`src/rtl/if_fetch_unit.sv`:
```
// ---------------------------------------------------------------------------
// if_fetch_unit
//   Instruction-fetch stage of the 16-bit five-stage pipeline. It owns the PC
//   and fetches one instruction at a time from instruction memory over a
//   request/grant/response handshake with variable latency. It feeds the
//   IF/ID register (instruction, PC+step, valid, flush, hold) and handles
//   branch redirects, back-pressure from the hazard unit, and HALT.
//
// Ports
//   clk, rst          rising-edge clock; asynchronous active-low reset
//   stall_in          IF/ID may not consume the output slot this cycle
//   redirect_in/_pc   one-cycle taken-branch pulse and its target PC
//   halt_in           decode saw HALT; stop fetching until reset
//   imem_req/_addr    fetch request and its address (current PC)
//   imem_gnt          memory accepted the request this cycle
//   imem_rvalid/_rdata one-cycle response carrying the instruction word
//   instr_out/pc_out  instruction held for IF/ID and its fetch address + step
//   valid_out         instr_out/pc_out hold a valid instruction
//   flush_out         registered pulse the cycle after an accepted redirect
//   stop_pc_out       IF/ID should hold its contents (!valid_out | stall_in)
//   halt_out          the unit has stopped fetching
// ---------------------------------------------------------------------------
module if_fetch_unit #(
  parameter logic [15:0] RESET_PC  = 16'h0000,
  parameter int unsigned PC_STEP   = 2,
  parameter logic [15:0] NOP_INSTR = 16'h0000
) (
  input  logic        clk,
  input  logic        rst,
  input  logic        stall_in,
  input  logic        redirect_in,
  input  logic [15:0] redirect_pc,
  input  logic        halt_in,
  output logic        imem_req,
  output logic [15:0] imem_addr,
  input  logic        imem_gnt,
  input  logic        imem_rvalid,
  input  logic [15:0] imem_rdata,
  output logic [15:0] instr_out,
  output logic [15:0] pc_out,
  output logic        valid_out,
  output logic        flush_out,
  output logic        stop_pc_out,
  output logic        halt_out
);

  localparam logic [15:0] STEP = 16'(PC_STEP);

  // FETCH : may issue a request
  // WAIT  : one request outstanding, waiting for its response
  // HOLD  : response parked in the skid register behind a stalled slot
  // DRAIN : halting, but the outstanding response still has to be swallowed
  // HALTED: idle until reset
  typedef enum logic [2:0] {
    S_FETCH  = 3'd0,
    S_WAIT   = 3'd1,
    S_HOLD   = 3'd2,
    S_DRAIN  = 3'd3,
    S_HALTED = 3'd4
  } state_t;

  state_t      state_q, state_d;

  logic [15:0] pc_q, pc_d;
  logic [15:0] fetch_addr_q, fetch_addr_d;
  logic        squash_q, squash_d;
  logic [15:0] skid_instr_q, skid_instr_d;
  logic [15:0] skid_pc_q, skid_pc_d;
  logic [15:0] out_instr_q, out_instr_d;
  logic [15:0] out_pc_q, out_pc_d;
  logic        valid_q, valid_d;
  logic        flush_q, flush_d;

  logic        active;
  logic        slot_free;
  logic        req;
  logic        fire;
  logic        halting;
  logic        redirecting;
  logic        resp_live;

  // -------------------------------------------------------------------------
  // Shared decode of the current cycle
  // -------------------------------------------------------------------------
  always_comb begin
    active      = (state_q == S_FETCH) || (state_q == S_WAIT) || (state_q == S_HOLD);
    // The slot can take a new instruction if empty or drained on this edge.
    slot_free   = !valid_q || !stall_in;
    // rst gates the request so nothing is presented while reset is held.
    req         = rst && (state_q == S_FETCH) && slot_free;
    fire        = req && imem_gnt;
    // Halt beats redirect; neither matters once the unit is draining/halted.
    halting     = active && halt_in;
    redirecting = active && redirect_in && !halt_in;
    // A response that should actually reach the output slot or skid.
    resp_live   = (state_q == S_WAIT) && imem_rvalid && !squash_q &&
                  !halting && !redirecting;
  end

  // -------------------------------------------------------------------------
  // FSM: state register
  // -------------------------------------------------------------------------
  always_ff @(posedge clk or negedge rst) begin
    if (!rst) begin
      state_q <= S_FETCH;
    end else begin
      state_q <= state_d;
    end
  end

  // -------------------------------------------------------------------------
  // FSM: next-state logic
  // -------------------------------------------------------------------------
  always_comb begin
    state_d = state_q;
    case (state_q)
      S_FETCH: begin
        if (halting) begin
          // A request granted this cycle will still answer; swallow it first.
          state_d = fire ? S_DRAIN : S_HALTED;
        end else if (fire) begin
          state_d = S_WAIT;
        end
      end
      S_WAIT: begin
        if (halting) begin
          state_d = imem_rvalid ? S_HALTED : S_DRAIN;
        end else if (imem_rvalid) begin
          if (squash_q || redirecting || slot_free) begin
            state_d = S_FETCH;
          end else begin
            state_d = S_HOLD;
          end
        end
      end
      S_HOLD: begin
        if (halting) begin
          state_d = S_HALTED;
        end else if (redirecting || !stall_in) begin
          state_d = S_FETCH;
        end
      end
      S_DRAIN: begin
        if (imem_rvalid) begin
          state_d = S_HALTED;
        end
      end
      S_HALTED: begin
        state_d = S_HALTED;
      end
      default: begin
        state_d = S_FETCH;
      end
    endcase
  end

  // -------------------------------------------------------------------------
  // FSM: outputs
  // -------------------------------------------------------------------------
  always_comb begin
    imem_req    = req;
    imem_addr   = pc_q;
    valid_out   = valid_q;
    instr_out   = valid_q ? out_instr_q : NOP_INSTR;
    pc_out      = out_pc_q;
    flush_out   = flush_q;
    stop_pc_out = !valid_q || stall_in;
    halt_out    = (state_q == S_HALTED);
  end

  // -------------------------------------------------------------------------
  // Datapath next values: PC, squash, skid, output slot
  // -------------------------------------------------------------------------
  always_comb begin
    pc_d         = pc_q;
    fetch_addr_d = fetch_addr_q;
    squash_d     = squash_q;
    skid_instr_d = skid_instr_q;
    skid_pc_d    = skid_pc_q;
    out_instr_d  = out_instr_q;
    out_pc_d     = out_pc_q;
    valid_d      = valid_q;
    flush_d      = 1'b0;

    // IF/ID takes the slot on this edge; refills below override.
    if (valid_q && !stall_in) begin
      valid_d = 1'b0;
    end

    if (fire) begin
      fetch_addr_d = pc_q;
      pc_d         = pc_q + STEP;
    end

    // Any response seen in WAIT retires the squash flag.
    if ((state_q == S_WAIT) && imem_rvalid) begin
      squash_d = 1'b0;
    end

    if (resp_live) begin
      if (slot_free) begin
        out_instr_d = imem_rdata;
        out_pc_d    = fetch_addr_q + STEP;
        valid_d     = 1'b1;
      end else begin
        skid_instr_d = imem_rdata;
        skid_pc_d    = fetch_addr_q + STEP;
      end
    end

    if ((state_q == S_HOLD) && !stall_in && !halting && !redirecting) begin
      out_instr_d = skid_instr_q;
      out_pc_d    = skid_pc_q;
      valid_d     = 1'b1;
    end

    if (redirecting) begin
      pc_d     = redirect_pc;
      flush_d  = 1'b1;
      valid_d  = 1'b0;
      // The request granted now, or still outstanding, belongs to the old path.
      squash_d = fire || ((state_q == S_WAIT) && !imem_rvalid);
    end

    if (halting) begin
      valid_d  = 1'b0;
      squash_d = 1'b0;
    end
  end

  // -------------------------------------------------------------------------
  // Registers: control/state with reset, pure data without
  // -------------------------------------------------------------------------
  always_ff @(posedge clk or negedge rst) begin
    if (!rst) begin
      pc_q         <= RESET_PC;
      squash_q     <= 1'b0;
      skid_instr_q <= 16'h0000;
      skid_pc_q    <= 16'h0000;
      out_pc_q     <= 16'h0000;
      valid_q      <= 1'b0;
      flush_q      <= 1'b0;
    end else begin
      pc_q         <= pc_d;
      squash_q     <= squash_d;
      skid_instr_q <= skid_instr_d;
      skid_pc_q    <= skid_pc_d;
      out_pc_q     <= out_pc_d;
      valid_q      <= valid_d;
      flush_q      <= flush_d;
    end
  end

  always_ff @(posedge clk) begin
    fetch_addr_q <= fetch_addr_d;
    out_instr_q  <= out_instr_d;
  end

endmodule

```
`config.mk`:
```
export PLATFORM = sky130hd
export DESIGN_NAME = if_fetch_unit
export DESIGN_NICKNAME = d
export VERILOG_FILES = /design/src/rtl/if_fetch_unit.sv
export SDC_FILE = /design/constraint.sdc
export NUM_CORES = 1
export LEC_CHECK = 0
export CORE_UTILIZATION = 52
export DETAILED_ROUTE_END_ITERATION = 8
export GPL_TIMING_DRIVEN = 0
export PLACE_DENSITY = 0.92
export SLEW_MARGIN = 20
export SYNTH_ARGS = -nofsm -noshare
export SYNTH_HDL_FRONTEND = slang
export SYNTH_SLANG_ARGS = --single-unit
```
`constraint.sdc`:
```
create_clock -name clk -period 2.8 [get_ports clk]
set_input_delay 0.84 -clock clk [delete_from_list [all_inputs] [get_ports clk]]
set_output_delay 0.84 -clock clk [all_outputs]
set_load 0.02 [all_outputs]
```
* Yosys cells after proc, flatten, opt, wreduce, memory -nomap -nowiden
Index checks and enable logic that the tools add are counted.
** Operators by class
- Add/sub/neg operators :: 2
- Equality and inequality tests :: 8
- Mux-type cells :: 30
- Bitwise operators :: 1
- Reductions and logical operators :: 38
** Operators with widths (count)
- 16-bit 2-to-1 mux :: 9
- 16-bit by 2-bit adder with 16-bit output, second input constant :: 2
- 3-bit 2-to-1 mux :: 9
- 1-bit logical AND :: 15
- 3-bit one-hot mux with 5 select lines :: 1
- 1-bit 2-to-1 mux :: 10
- 1-bit logical OR :: 8
- 1-bit zero test :: 7
- 3-bit by 2-bit == test with 1-bit output, second input constant :: 2
- 3-bit inequality test, second input constant :: 2
- 2-bit nonzero test :: 3
- 2-bit AND reduction :: 2
- 4-bit AND reduction :: 1
- 3-bit by 1-bit == test with 1-bit output, second input constant :: 1
- 3-bit == test, second input constant :: 1
- 3-bit zero test :: 1
- 3-bit by 2-bit inequality test with 1-bit output, second input constant :: 1
- 3-bit nonzero test :: 1
- 2-bit 2-to-1 mux :: 1
- 2-bit inequality test, second input constant :: 1
- 1-bit inverter :: 1
** Word-level totals
- Bits in registers :: 102
- Input bits :: 39
- Word-level logic and storage cells :: 89

* Longest topological paths before layout
Gate-level depths: netlist (run 1).
- Depth after elaboration :: 11
- Mapped depth :: 7
- Mapped depth without buffers :: 6

* Least setup slack after synthesis (run 1)
No wires, ideal clock.
- Kind :: input -> register
- Start point :: in halt_in
- End point :: reg out_instr_q[0], enable pin
- Arrival time :: 2.039 ns
- Required time :: 2.436 ns
- Setup slack :: 0.397 ns
- Stages :: 6
- Cells stage by stage :: nor2_1 and3_1 clkbuf_1 o21ai_1 clkbuf_1 inv_1
** Between the ends
- Cells in the longest elaborated chain, start to end :: 6
- Elaborated cells between the ends (all ways) :: 12
- Those cells by class :: 12 x reduce/logical
** Ends and longest elaborated chain
- start: declaration :: RTL line 33 : input logic halt_in,
- 1-bit logical AND or 1-bit zero test (tied branches) :: RTL line 93, 94
- 1-bit zero test or 1-bit logical AND (tied branches) :: RTL line 97, 211, 94
- 1-bit logical AND (tied with other cells) :: RTL line 96 : resp_live = (state_q == S_WAIT) && imem_rvalid && !squash_q &&
- 1-bit logical AND (on tied branches) :: RTL line 97, 211
- 2-bit nonzero test (no source line)
- 2-bit AND reduction (no source line) (*)
- end signal: assignment :: RTL line 256 : out_instr_q <= out_instr_d;
- end: declaration :: RTL line 69 : logic [15:0] out_instr_q, out_instr_d;
Mark *: on every way between the ends. The rest lies on a longest branch, timed or not.
A chain may end at the register's enable or synchronous reset.

* Worst setup path after layout (run 1)
- Start point :: reg state_q[0]
- End point :: out imem_req
** Between the ends
- Cells in the longest elaborated chain, start to end :: 3
** Ends and longest elaborated chain
- start: declaration :: RTL line 62 : state_t state_q, state_d;
- start signal: assignment :: RTL line 107 : state_q <= state_d;
- 3-bit zero test :: RTL line 90 : req = rst && (state_q == S_FETCH) && slot_free;
- 1-bit logical AND (2 in a row) :: RTL line 90
- end: declaration :: RTL line 34 : output logic imem_req,
No other way between the ends.

==> results.json, run 1 <==
{
  "num_vias": 3738,
  "critPathRequiredTime_ns": 1.96,
  "port_buffers": 91,
  "critPathMaxFanout": 10,
  "async_flop_share": 0.686,
  "ys_warn_count": 0,
  "synth_cell_types": 45,
  "synth-main-ff-cell": "dfrtp_1",
  "wl_per_cell_microns": 16.2,
  "grt_max_degree": 58,
  "grt_pass1_wl_microns": 17600,
  "start_kind": "flop",
  "ctsLongestPathBuffers": 2,
  "p_per_area_mw_per_mm2": 810,
  "period_share": 0.962,
  "synth_top_cell_area_share": 0.373,
  "layout-drive-gt1-share": 0.0859,
  "synth-edff-count": 32,
  "swShare": 0.365,
  "timing.fmax_ghz": 0.371,
  "leakagePower_nw": 2.60,
  "cts.sink_count": 102,
  "timing.slew.headroom": 0.360,
  "initial_core_util": 0.538,
  "synth.cell_area_sq_mm": 0.00469,
  "reg2reg_slack_ns": 0.64,
  "syn-num-nets": 489,
  "rows": 34,
  "htree_levels": 3,
  "synth_commonest_cells": "nand2_1 (98), dfrtp_1 (70), edfxtp_1 (32)",
  "track_usage": 0.235,
  "status": "finished, final reports clean",
  "power_frac_seq": 0.460,
  "grt_pass1_vias": 3699,
  "drc": 0,
  "cap_viol_max_count": 0,
  "die_w_microns": 97,
  "intPower_mw": 3.09,
  "synth-seq-cells": 102,
  "drtIter0Drc": 201,
  "antenna_found_initial": 0,
  "gr-total-overflow": 0,
  "avgSynthCellArea_sq_um": 10.5,
  "cts_buffers": 9,
  "cts_tree": "built",
  "yosys.area.top_type": "dfrtp_1",
  "comb_power_share": 0.361,
  "cp-end-kind": "output pin",
  "irDropWorstVdd_v": 0.000561,
  "worst_clock_skew_ns": 0.00973,
  "core_sq_mm": 0.00872,
  "clk_latency_ns": 0.37,
  "dpl-instance-area_sq_mm": 0.00576,
  "postRouteAntennaNets": 0,
  "ios": 92,
  "clkPwrFrac": 0.179,
  "drt_wl_total_microns": 10800,
  "synthMostInstantiatedCell": "nand2_1",
  "die-area_sq_mm": 0.00941,
  "switchingPower_mw": 1.78,
  "nets": 595,
  "setup_viol": 0,
  "gp_congestion": 0.893,
  "clk_pin_slew_worst_paths_ns": 0.10,
  "die_height_microns": 97,
  "cts_root_buffer": "clkbuf_8",
  "finalHoldViolCount": 0,
  "crit_type": "flop to output pin",
  "worstMarginPinSlew_ns": 0.952,
  "reg2reg_to": "imem_addr[13]",
  "fin_area_sq_mm": 0.00601,
  "r2r_cells": 5,
  "drv_slew": 0,
  "r2r_start": "valid_out",
  "hold_path_class": "input port to async pin",
  "drt-pass1-iter-count": 5,
  "synth_area_leaders": "dfrtp_1 (37%), edfxtp_1 (20%), nand2_1 (7.8%)",
  "cp-startpoint": "state_q[0]",
  "synth_cells": 448,
  "antenna_cells": 0,
  "hpwl_microns": 7590,
  "syn_to_final_growth_pct": 28.1,
  "vias_per_cell": 5.60,
  "hold-worst-slack_ns": 0.294,
  "finalWorstPathRequiredPeriod_ns": 2.69,
  "yosysSeqAreaShare": 0.578,
  "cp.arrival_ns": 1.85
}
[cell type report]
| type | count | area (sq um) |
|---|---|---|
| flip-flops and latches | 102 | 2710 |
| fillers | 596 | 2710 |
| multi-input cells | 318 | 1870 |
| repair buffers | 95 | 978 |
| well taps | 108 | 135 |
| clock buffers | 9 | 124 |
| plain buffers | 23 | 109 |
| clock inverters | 7 | 56.3 |
| inverters | 5 | 23.8 |
[flip-flops by register name, indices dropped and copies added, names as in the netlist]
signal	count
fetch_addr_q	16
imem_addr	16
out_instr_q	16
pc_out	16
skid_instr_q	16
skid_pc_q	16
state_q	3
flush_out	1
squash_q	1
valid_out	1
[logic make-up (layout without fill, tap and decap cells)]
kind of cell             after synthesis  after routing  synth area share
buffers and inverters                 28            139            0.0259
adder cells (fa/ha/maj)                2              2           0.00533
XOR/XNOR                              27             27            0.0504
multiplexers                          20             20            0.0475
flip-flops                           102            102             0.578
AND/OR/NAND/NOR                      191            191             0.192
AO/OA/AOI/OAI                         78             78             0.101
[stage by stage]
| stage | power [mW] | worst slack [ns] | setup TNS, ns | utilization | std cells |
|---|---|---|---|---|---|
| floorplan | 3.15 | 0.397 | 0 | - | 448 |
| global placement | 3.90 | -2.70 | -196.04 | 0.658 | 647 |
| detailed placement | 3.98 | -0.629 | -15.97 | 0.661 | 648 |
| CTS | 4.86 | 0.0177 | 0 | 0.685 | 666 |
| global route | 5.11 | -0.00784 | -0.0153 | 0.689 | 667 |
| finish | 4.87 | 0.106 | 0 | 0.689 | 667 |
[power by group through the flow]
stage	clock network (mW)	registers, mW	logic, mW
detailed placement	0	2.25	1.73
CTS	0.890	2.23	1.74
floorplan	0	2.45	0.694
global route	0.944	2.28	1.89
finish	0.872	2.24	1.76
global placement	0	2.23	1.67
[critical path: stages, from the launching register on]
cell and delay (ns):
dfrtp_1 0.44, clkbuf_1 0.24, nor3_2 0.27, and3_1 0.20, dlygate4sd2_1 0.33
[repair_timing]
item | CTS | global route
cloned | 0 | 1
hold buffers | 0 | 0
setup endpoints to repair | 28 | 27
setup buffers | 2 | 0
resized for setup | 9 | 7
[routing by layer]
layer  part of all wire  GRT usage  wire, microns  up-vias
met5                  0          0              0        -
li1                   -          -              -     1760
met3              0.060     0.0484            648       20
met2               0.51      0.389           5460      156
met1               0.41      0.299           4460     1802
met4              0.021      0.104            228        0
[how the worst max path moves through the flow]
stage                                  to  slack (ns)  depth (start not counted)
after floorplan            out_instr_q[0]        0.40                          6
after global placement           imem_req       -2.70                          3
after detailed placement   out_instr_q[9]       -0.63                          7
after CTS                 out_instr_q[14]        0.02                          8
after global routing             imem_req      -0.008                          4
final                            imem_req        0.11                          4
[cell usage in the layout, fill, tap and decap left out, types with 4 or more instances in the layout]
cell	synthesis	final
a211oi_1	6	6
a21o_1	7	7
a21oi_1	9	9
a22oi_1	4	4
and2_1	18	18
and3_1	6	6
buf_2	6	6
clkbuf_1	14	12
clkbuf_8	0	9
clkdlybuf4s50_1	0	86
dfrtp_1	70	69
edfxtp_1	32	32
mux2_1	12	12
mux2_2	6	6
nand2_1	98	97
nand3_1	17	17
nand4_1	8	8
nor2_1	21	21
nor3_1	6	5
o21ai_0	26	26
o21ai_1	12	11
o31ai_1	5	5
xnor2_1	8	8
xor2_1	19	19
No activity file was read; power rests on OpenSTA's default activity.
==> run 2, diff against run 1 <==
--- a/config.mk
+++ b/config.mk
@@ -9,6 +9,7 @@
 export DETAILED_ROUTE_END_ITERATION = 8
 export GPL_TIMING_DRIVEN = 0
 export PLACE_DENSITY = 0.92
+export RECOVER_POWER = 100
 export SLEW_MARGIN = 20
 export SYNTH_ARGS = -nofsm -noshare
 export SYNTH_HDL_FRONTEND = slang
==> run 2 against run 1 <==
The flow now finishes with violations (max-capacitance violations, max-slew violations). Setup slack lost 0.014 ns. Sequential power is essentially flat. Wire length grew 0.27%. First-iteration DRC count grew 33%. Sequential share of layout area grew 0.27 points. Via count grew 1.4%.
==> results.json, run 2 (synthesis gave the netlist of run 1 again) <==
{
  "grt_pass1_vias": 3699,
  "grt_max_degree": 58,
  "clk_latency_ns": 0.38,
  "status": "complete, but fails checks",
  "swShare": 0.372,
  "track_usage": 0.235,
  "syn_to_final_growth_pct": 27.3,
  "die-area_sq_mm": 0.00941,
  "die_height_microns": 97,
  "antenna_found_initial": 0,
  "ctsLongestPathBuffers": 2,
  "timing.slew.headroom": -0.0810,
  "cp.arrival_ns": 2.97,
  "intPower_mw": 2.99,
  "worstMarginPinSlew_ns": 1.62,
  "drt_wl_total_microns": 10800,
  "critPathMaxFanout": 10,
  "vias_per_cell": 5.68,
  "final_common_cell": "nand2_1",
  "gr-total-overflow": 0,
  "wl_per_cell_microns": 16.2,
  "crit_family": "buffers and inverters",
  "p_per_area_mw_per_mm2": 797,
  "cp-end-kind": "flop",
  "cts_buffers": 9,
  "power_frac_seq": 0.469,
  "drv_slew": 29,
  "die_w_microns": 97,
  "period_share": 0.967,
  "finalSetupTns_ns": 0,
  "path_cells": "clkdlybuf4s50_1 > nor3_1 > nand2b_1 > clkbuf_1 > clkbuf_1 > mux2_1",
  "crit_top_cell": "clkbuf_1",
  "initial_core_util": 0.538,
  "switchingPower_mw": 1.77,
  "layout-drive-gt1-share": 0.0805,
  "finalHoldViolCount": 0,
  "critical-path-max-stage-delay_ns": 0.64,
  "cts.sink_count": 102,
  "nets": 595,
  "core_sq_mm": 0.00872,
  "violations": "max-capacitance violations, max-slew violations",
  "hold_path_class": "input port to async pin",
  "finalWorstPathRequiredPeriod_ns": 2.71,
  "comb_power_share": 0.348,
  "irDropWorstVdd_v": 0.000559,
  "port_buffers": 91,
  "ios": 92,
  "path_buf_inv": 3,
  "drc": 0,
  "htree_levels": 3,
  "start_kind": "input port",
  "num_vias": 3790,
  "rows": 34,
  "cts.hold.buffers_added": 0,
  "critPathSlowestCell": "clkdlybuf4s50_1",
  "clk_pin_slew_worst_paths_ns": 0.10,
  "cts_root_buffer": "clkbuf_8",
  "leakagePower_nw": 2.63,
  "grt_pass1_wl_microns": 17600,
  "layout_common_cells": "nand2_1 (97), dfrtp_1 (69), clkdlybuf4s50_1 (48)",
  "worst_clock_skew_ns": 0.00820,
  "postRouteAntennaNets": 0,
  "antenna_cells": 0,
  "timing.fmax_ghz": 0.369,
  "gp_congestion": 0.893,
  "drtIter0Drc": 268,
  "cts_tree": "built",
  "hold-worst-slack_ns": 0.292,
  "crit_type": "input port to flop",
  "hpwl_microns": 7590,
  "critPathRequiredTime_ns": 3.06,
  "clkPwrFrac": 0.183,
  "setup_viol": 0,
  "drt-pass1-iter-count": 4,
  "cap_viol_max_count": 1
}
==> run 2: changes by cell type in the layout (fill, tap and decap cells not counted), moves of 2 or more <==
cell	delta
dlygate4sd3_1	+38
o21ai_1	-7
buf_2	-2
clkdlybuf4s50_1	-38
o21ai_0	+7
clkbuf_1	+3
==> run 2: stage by stage <==
stage	power [mW]	cell area, sq um	util	setup slack, ns	std cells
6_report	4.76	5970	0.685	0.0921	667
5_1_grt	5.00	5970	0.685	-0.00784	667
4_1_cts	4.86	5970	0.685	0.0177	666
3_5_place_dp	3.98	5760	0.661	-0.629	648
3_3_place_gp	3.90	5740	0.658	-2.70	647
2_1_floorplan	3.15	4690	-	0.397	448
==> run 2: worst paths after layout <==
| path | start | endpoint | slack [ns] | cells after the start |
|---|---|---|---|---|
| max | halt_in | skid_instr_q[12] | 0.09 | 6 |
| min | rst | imem_addr[11] | 0.29 | 1 |
| max reg2reg | state_q[2] | imem_addr[3] | 0.34 | 7 |
| min reg2reg | pc_out[11] | pc_out[11] | 0.49 | 1 |
| max in group asynchronous | rst | imem_addr[9] | 0.74 | 2 |
| min in group clk | pc_out[11] | pc_out[11] | 0.49 | 1 |
==> run 2: layout make-up <==
type	count	area, sq um
sequential	102	2710
timing repair buffer	95	948
inverter	5	23.8
buffer	23	108
clock inverter	7	56.3
fill	603	2750
multi-input combinational	318	1870
tap	108	135
clock buffer	9	124
==> run 2: timing repair <==
| action | 4_1_cts | 5_1_grt |
|---|---|---|
| resized for setup | 9 | 7 |
| cloned | 0 | 1 |
| setup buffers | 2 | 0 |
| setup endpoints to repair | 28 | 27 |
| pin swaps | 0 | 0 |
==> run 2: metal layers <==
metal,part of all wire,up-vias,track usage
met1,0.41,1805,0.299
met4,0.031,0,0.104
li1,-,1760,-
met3,0.062,33,0.0484
met5,0,-,0
met2,0.50,192,0.389
==> run 2: worst register-to-register path: cells and delay by family (launching register included) <==
family / cells / cell delay [ns]
simple gates: 3 / 0.95
buf+inv: 2 / 0.73
flops: 1 / 0.42
xor+xnor: 1 / 0.18
compound gates: 1 / 0.06
==> run 2: power by group through the flow <==
stage	clock, mW	combinational, mW	sequential, mW
2_1_floorplan	0	0.694	2.45
3_3_place_gp	0	1.67	2.23
3_5_place_dp	0	1.73	2.25
4_1_cts	0.890	1.74	2.23
5_1_grt	0.944	1.78	2.27
6_report	0.872	1.66	2.23
